==> config.mk <==
export PLATFORM = sky130hd
export DESIGN_NAME = simd_accumulator_c3x2_12bits
export DESIGN_NICKNAME = d
export VERILOG_FILES = /design/src/rtl/simd_accumulator_c3x2_12bits.sv
export SDC_FILE = /design/constraint.sdc
export NUM_CORES = 1
export LEC_CHECK = 0
export ABC_AREA = 1
export BUFFER_PORTS_ARGS = -buffer_cell sky130_fd_sc_hd__buf_2
export CAP_MARGIN = 20
export CORE_UTILIZATION = 45
export DETAILED_ROUTE_END_ITERATION = 7
export GPL_ROUTABILITY_DRIVEN = 0
export PLACE_DENSITY = 0.65
export SYNTH_ARGS = -nofsm -noshare
export SYNTH_HDL_FRONTEND = slang
export SYNTH_SLANG_ARGS = --single-unit
==> constraint.sdc <==
create_clock -name clk -period 3.75 [get_ports clk]
set_input_delay 0.375 -clock clk [delete_from_list [all_inputs] [get_ports clk]]
set_output_delay 0.375 -clock clk [all_outputs]
set_load 0.005 [all_outputs]
==> src/rtl/simd_accumulator_c3x2_12bits.sv <==
// Block accumulator for the configurable 6x6 / dual 3x3 multiplier: sums ACC_LEN
// product beats (or fewer on flush) as one 24-bit lane or two independent 12-bit lanes.
module simd_accumulator_c3x2_12bits #(
  parameter int ACC_LEN = 4
) (
  input  logic        clk,
  input  logic        reset_n,
  input  logic [11:0] C,
  input  logic        A_sign,
  input  logic        B_sign,
  input  logic        HALF_0,
  input  logic        HALF_1,
  input  logic        in_valid,
  output logic        in_ready,
  input  logic        flush,
  output logic [23:0] ACC,
  output logic [7:0]  beat_cnt,
  output logic [1:0]  ovf,
  output logic        mode_err,
  output logic        out_valid,
  input  logic        out_ready,
  output logic [1:0]  state_dbg
);

  typedef enum logic [1:0] {
    IDLE  = 2'd0,
    ACCUM = 2'd1,
    HOLD  = 2'd2
  } state_t;

  localparam logic [7:0] LEN = 8'(ACC_LEN);

  state_t      state;
  logic        half_q;
  logic        sgn_q;

  logic        idle;
  logic        blk_half;
  logic        blk_sgn;
  logic [23:0] base;
  logic [1:0]  ovf_base;
  logic        merr_base;
  logic [7:0]  cnt_next;
  logic [23:0] ext_f;
  logic [24:0] sum_f;
  logic        ov_f;
  logic [11:0] ext_h1;
  logic [11:0] ext_h0;
  logic [12:0] sum_h1;
  logic [12:0] sum_h0;
  logic        ov_h1;
  logic        ov_h0;
  logic [23:0] next_acc;
  logic [1:0]  add_ovf;
  logic        merr_beat;

  // Handshake: a beat transfers on a rising edge where in_valid & in_ready, a result
  // transfers where out_valid & out_ready; in_ready and out_valid are mutually exclusive.
  assign in_ready  = (state != HOLD);
  assign out_valid = (state == HOLD);
  assign state_dbg = state;

  always_comb begin
    idle      = (state == IDLE);
    // The first beat of a block sees a zero base and its own mode/sign, not the latched ones.
    blk_half  = idle ? (HALF_1 & ~HALF_0) : half_q;
    blk_sgn   = idle ? (A_sign & B_sign) : sgn_q;
    base      = idle ? 24'h000000 : ACC;
    ovf_base  = idle ? 2'b00 : ovf;
    merr_base = idle ? 1'b0 : mode_err;
    cnt_next  = (idle ? 8'd0 : beat_cnt) + 8'd1;
    merr_beat = (HALF_0 == HALF_1);

    ext_f  = blk_sgn ? {{12{C[11]}}, C} : {12'h000, C};
    sum_f  = {1'b0, base} + {1'b0, ext_f};
    ov_f   = blk_sgn ? ((base[23] == ext_f[23]) && (sum_f[23] != base[23])) : sum_f[24];

    ext_h1 = blk_sgn ? {{6{C[11]}}, C[11:6]} : {6'h00, C[11:6]};
    ext_h0 = blk_sgn ? {{6{C[5]}}, C[5:0]} : {6'h00, C[5:0]};
    sum_h1 = {1'b0, base[23:12]} + {1'b0, ext_h1};
    sum_h0 = {1'b0, base[11:0]} + {1'b0, ext_h0};
    ov_h1  = blk_sgn ? ((base[23] == ext_h1[11]) && (sum_h1[11] != base[23])) : sum_h1[12];
    ov_h0  = blk_sgn ? ((base[11] == ext_h0[11]) && (sum_h0[11] != base[11])) : sum_h0[12];

    next_acc = blk_half ? {sum_h1[11:0], sum_h0[11:0]} : sum_f[23:0];
    add_ovf  = blk_half ? {ov_h1, ov_h0} : {1'b0, ov_f};
  end

  always_ff @(posedge clk or negedge reset_n) begin
    if (!reset_n) begin
      state    <= IDLE;
      half_q   <= 1'b0;
      sgn_q    <= 1'b0;
      ACC      <= 24'h000000;
      beat_cnt <= 8'd0;
      ovf      <= 2'b00;
      mode_err <= 1'b0;
    end else begin
      case (state)
        IDLE, ACCUM: begin
          if (in_valid) begin
            if (idle) begin
              half_q <= blk_half;
              sgn_q  <= blk_sgn;
            end
            ACC      <= next_acc;
            ovf      <= ovf_base | add_ovf;
            mode_err <= merr_base | merr_beat;
            beat_cnt <= cnt_next;
            // Flush only closes a block already in progress; in IDLE it is ignored.
            if ((cnt_next == LEN) || ((state == ACCUM) && flush)) state <= HOLD;
            else state <= ACCUM;
          end else if ((state == ACCUM) && flush) begin
            state <= HOLD;
          end
        end
        HOLD: begin
          if (out_ready) state <= IDLE;
        end
        default: state <= IDLE;
      endcase
    end
  end

endmodule

==> results.toml <==
[status]
status = "completed"

[logic_synthesis]
yosysTopAreaCell = "dfrtp_1"
synthSimpleGateAreaFrac = 0.398
synth_area_per_cell_sq_um = 6.12
synth_compound_area_frac = 0.131
synth_xor_area_frac = 0.0330
async_flop_share = 1.00
synth_area_sq_mm = 0.00425
yosysUniqueCellTypes = 50
ys_seq_area_frac = 0.230
synth_edf_count = 0
synth_fa_ha_area_frac = 0.0948
synth_top_family_by_area = "simple AND/OR/NAND/NOR gates"
yosys_warnings = 0
synth_top_area_frac = 0.230
synthFlopType = "dfrtp_1"
synth.area.mux_share = 0.00236
synth_fp_nets = 746
postSynthCellCount = 694
ys_top_cells_by_area = "dfrtp_1 23%, nand2_1 20%, inv_1 9.1%"
ys_ff_latch = 39

[detailed_routing]
drc = 0
wirelength_mm = 12.6
ant_nets = 0
vias = 4581
drt_first_pass_iters = 5
avgViaCountPerCell = 5.29
wl_per_cell_microns = 14.5
drtIter0Drc = 254

[global_routing]
antenna_found_initial = 0
grt_pass1_vias = 4153
grt_pass1_wl_mm = 20.5
grtUsageTotal = 0.263
overflow = 0
grt_max_degree = 40

[clock_network]
cts_root_buf = "clkbuf_8"
ctsResizeCount = 0
clk_path_buf_depth = 2
clk_latency_ps = 310
hold_buffers = 0
clock-sinks = 39
path_clk_slew_ps = 100
post_cts_buffers = 0
cts_tree = "built"
numCtsBuffers = 5
htree_levels = 2

[pwr]
vdd_drop_max_mv = 0.335
netSwitchingFraction = 0.561
pwr-share-clk = 0.095
power.switching_w = 0.00229
power_density_mw_per_mm2 = 852
p_comb_frac = 0.721
internal_power_w = 0.00180
seqPwrFrac = 0.185
p_leak_nw = 2.78

[sta]
rsz0062_at_grt = "no"
hold_viol_final = 0
fin_skew_ps = 8.31
period_share = 0.868
fin_crit_ps = 3250
setup_viol = 0
worst_pin_slew_ps = 617
fmaxAchievable_mhz = 307
drv_slew = 0
slew_headroom = 0.588
setup_tns_ps = 0

[worst_setup_path]
path_common_cell = "nand2_1"
regToRegEndpoint = "ACC[20]"
worst-path-buf-inv = 2
required_ps = 3940
crit_fanout = 25
slowest_stage = "dfrtp_1"
regToRegSetupSlack_ps = 500
crit_path_start_kind = "flip-flop"
crit_arrival_ps = 3440
endpoint_kind = "flip-flop"
r2r_start = "state_dbg[1]"
worstPathCellList = "inv_2 -> nand2_4 -> nand2_1 -> fa_1 -> inv_1 -> nand2_1 -> a21oi_1 -> nand2_1 -> nand2_1 -> nand2_1 -> nand2_1 -> nand2_1 -> nand2_1 -> nand2_1 -> nand2_1 -> nand3_1 -> nand2_1 -> nand2_1 -> nand3_1 -> o21ai_1"
cp_top_family = "simple AND/OR/NAND/NOR gates"
cpPeakStageDelay_ps = 460
r2r_cells = 20
path_class = "flip-flop to flip-flop"

[die]
io_pins = 60
dieArea_sq_mm = 0.00984
die_x_microns = 99.2
start_util = 0.462
die_h_microns = 99.2
fp.coreArea_sq_mm = 0.00920
num_rows = 35

[final_layout]
final_cells = 866
nets = 806
fill_cells = 946
drive_gt1_frac = 0.138
syn2layout_area_growth_pct = 13.0
n_antenna_cell = 0
mostFrequentLayoutCells = "224 x nand2_1, 103 x inv_1, 74 x nor2_1, 59 x buf_2, 47 x nand3_1"
layout_commonest_cell = "nand2_1"

[placement]
place_inst = 857
hpwl_mm = 9.64
port_buffers = 59

[worst_hold_path]
hp-class = "input port to async pin"

[run]
cap_viol_max_count = 0
[power groups by stage]
stage	combinational (W)	sequential, W	clock (W)
after CTS	0.00290	0.000753	0.000397
final	0.00295	0.000756	0.000388
after detailed placement	0.00288	0.000762	0
after floorplan	0.00212	0.000741	0
after global placement	0.00287	0.000755	0
after global routing	0.00331	0.000781	0.000407
[registers in the layout (all words and copies together), names as in the netlist]
name and flops:
ACC 24, beat_cnt 8, ovf 2, state_dbg 2
half_q 1, mode_err 1, sgn_q 1
[stage by stage]
stage	hold slack [ps]	setup WS (ps)	total power, W	utilization	area [sq um]
finish	21.5	495	0.00409	0.522	4800
global route	57.4	194	0.00450	0.522	4800
CTS	252	539	0.00405	0.519	4780
detailed placement	481	617	0.00364	0.507	4660
global placement	465	830	0.00363	0.507	4660
floorplan	79.4	993	0.00286	-	4250
[metal layers]
metal | wire (microns) | track usage
met1 | 6130 | 0.380
met3 | 795 | 0.0309
met5 | 0 | 0
met2 | 5360 | 0.405
met4 | 310 | 0.0973
[Yosys cell counts (2+ instances only)]
master / n
nand2_2: 8
dfrtp_1: 39
nor2_2: 3
or2_2: 2
o21bai_1: 2
o22ai_1: 2
nand3b_1: 2
inv_2: 6
a21oi_2: 2
a31oi_1: 2
a22oi_1: 2
ha_1: 29
nand3_2: 2
nor2_1: 75
nand4_1: 13
o211ai_1: 3
nor3_1: 7
xnor2_1: 6
a21oi_1: 24
nand2_1: 224
nand4_2: 2
o221ai_1: 5
nand3_1: 47
inv_1: 103
clkbuf_1: 5
o21a_1: 2
o21ai_0: 32
buf_2: 3
xor2_1: 10
a21boi_1: 2
o21ai_1: 10
fa_1: 2
[worst max path at each step]
stage | start | to | cells past startpoint
floorplan | state_dbg[0] | ACC[20] | 20
CTS | state_dbg[1] | ACC[20] | 20
detailed placement | state_dbg[1] | ACC[20] | 20
finish | state_dbg[1] | ACC[20] | 20
global placement | state_dbg[1] | ACC[20] | 20
global route | state_dbg[1] | ACC[20] | 20
[worst reg2reg max path: stages, from the launching register on]
cell and delay [ps]:
dfrtp_1 460, inv_2 100, nand2_4 280, nand2_1 170
fa_1 440, inv_1 60, nand2_1 60, a21oi_1 390
nand2_1 140, nand2_1 180, nand2_1 90, nand2_1 110
nand2_1 60, nand2_1 100, nand2_1 70, nand2_1 80
nand3_1 100, nand2_1 80, nand2_1 50, nand3_1 60
o21ai_1 70
[logic make-up (layout without fill, tap and decap cells)]
group / after synthesis / after routing
compound gates: 95 / 95
flops: 39 / 39
mux: 1 / 1
buf+inv: 121 / 182
fa+ha+maj: 31 / 31
simple gates: 391 / 391
xor+xnor: 16 / 16
[final cells by class]
class | instances | area [sq um] | share of cell area
clock buffer | 5 | 68.8 | 0.0143
clock inverter | 3 | 46.3 | 0.00964
inverter | 110 | 415 | 0.0865
multi-input combinational | 534 | 2810 | 0.584
sequential | 39 | 976 | 0.203
tap | 111 | 139 | 0.0289
timing repair buffer | 64 | 353 | 0.0735
Note: power is estimated with default switching activity, not from simulation.
